**src/rtl/tl_ad_buffer.sv**
```systemverilog
// ---------------------------------------------------------------------------
// tl_ad_buffer
//   TileLink-UH A/D channel buffer. It sits between the FIFO-fixer stage and a
//   crossbar slave port. The A channel (requests, in -> out) and the D channel
//   (responses, out -> in) each pass through their own circular queue. The
//   queues break every combinational ready/valid path. Beats are never
//   reordered, merged or dropped.
//
// Parameters
//   A_DEPTH   A-channel queue entries (1..8)
//   D_DEPTH   D-channel queue entries (1..8)
//
// Ports
//   clock, reset                 single clock, synchronous active-high reset
//   auto_in_a_*                  upstream A channel (ready out, rest in)
//   auto_out_a_*                 downstream A channel (ready in, rest out)
//   auto_out_d_*                 downstream D channel (ready out, rest in)
//   auto_in_d_*                  upstream D channel (ready in, rest out)
//   idle                         both queues empty
// ---------------------------------------------------------------------------

// Generic registered circular queue: no flow-through, no full-queue bypass.
module tl_ad_queue #(
  parameter int DEPTH  = 2,
  parameter int DATA_W = 8
) (
  input  logic              clock,
  input  logic              reset,
  input  logic              enq_valid,
  output logic              enq_ready,
  input  logic [DATA_W-1:0] enq_bits,
  output logic              deq_valid,
  input  logic              deq_ready,
  output logic [DATA_W-1:0] deq_bits,
  output logic              empty
);
  localparam int PTR_W   = (DEPTH > 1) ? $clog2(DEPTH) : 1;
  localparam int ENTRIES = 1 << PTR_W;

  logic [DATA_W-1:0] storage [ENTRIES];
  logic [PTR_W-1:0]  enq_ptr;
  logic [PTR_W-1:0]  deq_ptr;
  logic [3:0]        count;
  logic              enq_fire;
  logic              deq_fire;

  // Pointers wrap explicitly at DEPTH-1 so non-power-of-2 depths work.
  function automatic logic [PTR_W-1:0] ptr_inc(input logic [PTR_W-1:0] p);
    if (p == PTR_W'(DEPTH - 1)) begin
      return '0;
    end
    return p + PTR_W'(1);
  endfunction

  // Ready looks only at the registered count: a dequeue in the same cycle
  // does not open a slot for a beat presented to a full queue.
  assign enq_ready = (count != 4'(DEPTH)) && !reset;
  assign deq_valid = (count != 4'd0);
  assign deq_bits  = storage[deq_ptr];
  assign empty     = (count == 4'd0);
  assign enq_fire  = enq_valid && enq_ready;
  assign deq_fire  = deq_valid && deq_ready;

  always_ff @(posedge clock) begin
    if (reset) begin
      enq_ptr <= '0;
      deq_ptr <= '0;
      count   <= 4'd0;
      for (int i = 0; i < ENTRIES; i++) begin
        storage[i] <= '0;
      end
    end else begin
      if (enq_fire) begin
        storage[enq_ptr] <= enq_bits;
        enq_ptr          <= ptr_inc(enq_ptr);
      end
      if (deq_fire) begin
        deq_ptr <= ptr_inc(deq_ptr);
      end
      case ({enq_fire, deq_fire})
        2'b10:   count <= count + 4'd1;
        2'b01:   count <= count - 4'd1;
        default: count <= count;
      endcase
    end
  end
endmodule

module tl_ad_buffer #(
  parameter int A_DEPTH = 2,
  parameter int D_DEPTH = 2
) (
  input  logic        clock,
  input  logic        reset,
  // upstream A
  output logic        auto_in_a_ready,
  input  logic        auto_in_a_valid,
  input  logic [2:0]  auto_in_a_bits_opcode,
  input  logic [2:0]  auto_in_a_bits_param,
  input  logic [2:0]  auto_in_a_bits_size,
  input  logic [2:0]  auto_in_a_bits_source,
  input  logic [30:0] auto_in_a_bits_address,
  input  logic [7:0]  auto_in_a_bits_mask,
  input  logic [63:0] auto_in_a_bits_data,
  input  logic        auto_in_a_bits_corrupt,
  // upstream D
  input  logic        auto_in_d_ready,
  output logic        auto_in_d_valid,
  output logic [2:0]  auto_in_d_bits_opcode,
  output logic [2:0]  auto_in_d_bits_size,
  output logic [2:0]  auto_in_d_bits_source,
  output logic [63:0] auto_in_d_bits_data,
  // downstream A
  input  logic        auto_out_a_ready,
  output logic        auto_out_a_valid,
  output logic [2:0]  auto_out_a_bits_opcode,
  output logic [2:0]  auto_out_a_bits_param,
  output logic [2:0]  auto_out_a_bits_size,
  output logic [2:0]  auto_out_a_bits_source,
  output logic [30:0] auto_out_a_bits_address,
  output logic [7:0]  auto_out_a_bits_mask,
  output logic [63:0] auto_out_a_bits_data,
  output logic        auto_out_a_bits_corrupt,
  // downstream D
  output logic        auto_out_d_ready,
  input  logic        auto_out_d_valid,
  input  logic [2:0]  auto_out_d_bits_opcode,
  input  logic [2:0]  auto_out_d_bits_size,
  input  logic [2:0]  auto_out_d_bits_source,
  input  logic [63:0] auto_out_d_bits_data,
  output logic        idle
);
  localparam int A_W = 3 + 3 + 3 + 3 + 31 + 8 + 64 + 1;
  localparam int D_W = 3 + 3 + 3 + 64;

  logic [A_W-1:0] a_enq_bits;
  logic [A_W-1:0] a_deq_bits;
  logic [D_W-1:0] d_enq_bits;
  logic [D_W-1:0] d_deq_bits;
  logic           a_empty;
  logic           d_empty;

  assign a_enq_bits = {auto_in_a_bits_opcode, auto_in_a_bits_param,
                       auto_in_a_bits_size, auto_in_a_bits_source,
                       auto_in_a_bits_address, auto_in_a_bits_mask,
                       auto_in_a_bits_data, auto_in_a_bits_corrupt};

  assign {auto_out_a_bits_opcode, auto_out_a_bits_param,
          auto_out_a_bits_size, auto_out_a_bits_source,
          auto_out_a_bits_address, auto_out_a_bits_mask,
          auto_out_a_bits_data, auto_out_a_bits_corrupt} = a_deq_bits;

  assign d_enq_bits = {auto_out_d_bits_opcode, auto_out_d_bits_size,
                       auto_out_d_bits_source, auto_out_d_bits_data};

  assign {auto_in_d_bits_opcode, auto_in_d_bits_size,
          auto_in_d_bits_source, auto_in_d_bits_data} = d_deq_bits;

  tl_ad_queue #(.DEPTH(A_DEPTH), .DATA_W(A_W)) a_queue (
    .clock     (clock),
    .reset     (reset),
    .enq_valid (auto_in_a_valid),
    .enq_ready (auto_in_a_ready),
    .enq_bits  (a_enq_bits),
    .deq_valid (auto_out_a_valid),
    .deq_ready (auto_out_a_ready),
    .deq_bits  (a_deq_bits),
    .empty     (a_empty)
  );

  tl_ad_queue #(.DEPTH(D_DEPTH), .DATA_W(D_W)) d_queue (
    .clock     (clock),
    .reset     (reset),
    .enq_valid (auto_out_d_valid),
    .enq_ready (auto_out_d_ready),
    .enq_bits  (d_enq_bits),
    .deq_valid (auto_in_d_valid),
    .deq_ready (auto_in_d_ready),
    .deq_bits  (d_deq_bits),
    .empty     (d_empty)
  );

  // Derived from registered counts only; no input reaches idle.
  assign idle = a_empty && d_empty;
endmodule

```
**config.mk**
```make
export PLATFORM = sky130hd
export DESIGN_NAME = tl_ad_buffer
export DESIGN_NICKNAME = d
export VERILOG_FILES = /design/src/rtl/tl_ad_buffer.sv
export SDC_FILE = /design/constraint.sdc
export NUM_CORES = 1
export LEC_CHECK = 0
export ABC_AREA = 1
export CELL_PAD_IN_SITES_DETAIL_PLACEMENT = 1
export CELL_PAD_IN_SITES_GLOBAL_PLACEMENT = 1
export CORE_MARGIN = 2
export CORE_UTILIZATION = 40
export DETAILED_ROUTE_END_ITERATION = 10
export GPL_TIMING_DRIVEN = 0
export PLACE_DENSITY = 0.79
export SETUP_SLACK_MARGIN = 0.1
export SYNTH_ARGS = -nofsm -noshare
export SYNTH_HDL_FRONTEND = slang
export SYNTH_SLANG_ARGS = --single-unit
```
**constraint.sdc**
```tcl
create_clock -name clock -period 5.24 [get_ports clock]
set_clock_uncertainty 0.05 [all_clocks]
set_input_delay 0.786 -clock clock [delete_from_list [all_inputs] [get_ports clock]]
set_output_delay 0.786 -clock clock [all_outputs]
set_load 0.03 [all_outputs]
```
==> flow_metrics.tcl <==
set metrics [dict create \
    status "finished, final reports clean" \
    worst-slew-pin-transition_ns 0.869 \
    crit_top_cell "buf_2" \
    slowest_stage "clkdlybuf4s50_1" \
    hold_path_class "reg -> reg" \
    grt_pass1_wl_mm 71.7 \
    relSlewSlack 0.420 \
    ctsResizeCount 0 \
    grt_pass1_vias 12300 \
    numCtsBuffers 43 \
    dp_slack_ns 1.14 \
    dieArea_um2 43500 \
    final_cell_mix "388 x clkdlybuf4s50_1, 387 x nor2_1, 378 x edfxtp_1" \
    finalSetupViolCount 0 \
    core_um2 41000 \
    grtUsageTotal 0.217 \
    crit_path_cell_trace "buf_2, buf_2, buf_2, mux2_2, clkdlybuf4s50_1" \
    cts_sinks 392 \
    cts_setup_buffers 0 \
    cp_max_fo 10 \
    rows 74 \
    seq_area_frac_synth 0.695 \
    antenna_found_initial 4 \
    worstPathArrival_ns 2.79 \
    setup_slack_ns 1.61 \
    place_inst 2227 \
    finalCriticalPeriod_ns 3.63 \
    drv_cap 0 \
    layout-drive-gt1-share 0.178 \
    io_pins 389 \
    crit_required_ns 4.40 \
    ys_warn_count 0 \
    synth.ff_latch_count 392 \
    synth_xor_area_frac 0.00209 \
    gp_congestion 0.812 \
    hold_viol 0 \
    p_sw_uw 3450 \
    synth_cells 1303 \
    synth_compound_area_frac 0.00890 \
    finalPower_uw 10500 \
    via_count 11100 \
    cts_hold_buf 0 \
    cts_tree "built" \
    crit_type "reg -> out" \
    port_buffers 388 \
    finalNetCount 1942 \
    postRouteAntennaNets 0 \
    slowest_delay_ns 0.64 \
    syn-num-nets 1505 \
    power_frac_seq 0.379 \
    synth.distinct_cells 21 \
    syn_area_um2 16700 \
    end_kind "output pin" \
    drc 0 \
    grt_max_degree 64 \
    clk_pin_slew_worst_paths_ns 0.06 \
    power.internal_uw 7000 \
    maxSlewViolCount 0 \
    wl_per_cell_um 20.4 \
    die_y_um 209 \
    synthMuxAreaShare 0.127 \
    p_clk_frac 0.276 \
    synth-main-ff-cell "edfxtp_1" \
    routed_via_density 4.81 \
    r2r-start "a_queue.count[2]" \
    rsz0062_at_grt "false" \
    synth.avg_cell_area_um2 12.8 \
    dr.pass1.iters 4 \
    hpwl_mm 33.3 \
    pwr-share-comb 0.346 \
    synth_fa_ha_area_frac 0.00568 \
    sw_frac_of_total 0.330 \
    synth_top_family_by_area "multiplexers" \
    gr-total-overflow 0 \
    final_common_cell "clkdlybuf4s50_1" \
    start_util 0.408 \
    start_kind "flop" \
    finalWirelength_mm 47.1 \
    irDropWorstVdd_v 0.000336 \
    cts_buffer_depth 3 \
    fmax_ghz 0.276 \
    areaGrowthSynthToFinish_pct 35.9 \
    drtIter0Drc 483 \
    synth_edf_count 378 \
    die_w_um 209 \
    h-tree-depth 2 \
    worstHoldStart "a_queue.deq_ptr" \
    p_leak_uw 0.00938 \
    postSynth.asyncResetShare 0 \
    layout.cells.non_filler 2305 \
    yosys.area_share.simple 0.0955 \
    power_density_nw_per_um2 460 \
    post-route-period-util 0.692 \
    worstSkewPairLatency_ns 0.56 \
    root_buffer "clkbuf_16" \
]
final cells by class:
| type | count | area, um^2 |
|---|---|---|
| tap | 532 | 666 |
| clock buffer | 54 | 1140 |
| sequential | 392 | 11600 |
| clock inverter | 22 | 183 |
| antenna | 2 | 5.00 |
| buffer | 61 | 317 |
| fill | 4189 | 18300 |
| multi-input combinational | 643 | 4040 |
| timing repair buffer | 392 | 3990 |
| inverter | 207 | 777 |
worst max-delay path: cells and delay by family, from the launching register on:
family | cells | cell delay (ns)
flops | 1 | 0.30
mux | 1 | 0.39
buf+inv | 4 | 1.53
state kept, by name (all words and copies together) (netlist names), named ones only:
register / count
a_queue.storage: 232
d_queue.storage: 146
d_queue.deq_ptr: 1
d_queue.count: 4
a_queue.count: 4
a_queue.enq_ptr: 1
d_queue.enq_ptr: 1
a_queue.deq_ptr: 1
path summary, 6_finish.rpt:
check,end,slack [ns],cells past startpoint
max,auto_out_a_bits_address[23],1.61,5
min,a_queue.deq_ptr,0.41,1
max reg2reg,a_queue.storage[0][49],2.24,7
min reg2reg,a_queue.deq_ptr,0.41,1
routing by layer:
metal,global-route usage,wire length [um],up-vias
li1,-,-,5182
met1,0.239,17600,5466
met2,0.383,23500,361
met3,0.0897,4770,81
met4,0.0667,1150,4
met5,0,31,-
power groups by stage:
stage	registers (uW)	clock network [uW]	logic (uW)
floorplan	4010	0	2160
global placement	4040	0	3550
detailed placement	4020	0	3620
CTS	3960	2940	3650
global route	4000	3040	3820
finish	3960	2880	3610
stage by stage:
step / utilization / setup TNS (ns) / hold slack (ns) / instance area [um^2]
floorplan: - / 0 / 0.375 / 16700
global placement: 0.519 / -441.32 / 0.385 / 21300
detailed placement: 0.522 / 0 / 0.402 / 21400
CTS: 0.554 / 0 / 0.409 / 22700
global route: 0.554 / 0 / 0.425 / 22700
finish: 0.554 / 0 / 0.410 / 22700
cell families after synthesis:
kind of cell    Yosys count
compound gates           25
flops                   392
fa+ha+maj                 7
mux                     189
xor+xnor                  4
buf+inv                 268
simple gates            418
synthesized netlist by cell type, drive strengths merged (3+ instances only):
library cell  number  area share
buf               58       0.018
nand2             18      0.0040
nand3             11      0.0039
dfxtp             14       0.017
inv              207       0.046
a21oi             14      0.0042
ha                 6      0.0045
nor2             387       0.087
o21ai              9      0.0027
clkbuf             3     0.00067
edfxtp           378        0.68
xnor2              3      0.0016
mux2             189        0.13
No activity file was read; power rests on OpenSTA's default activity.
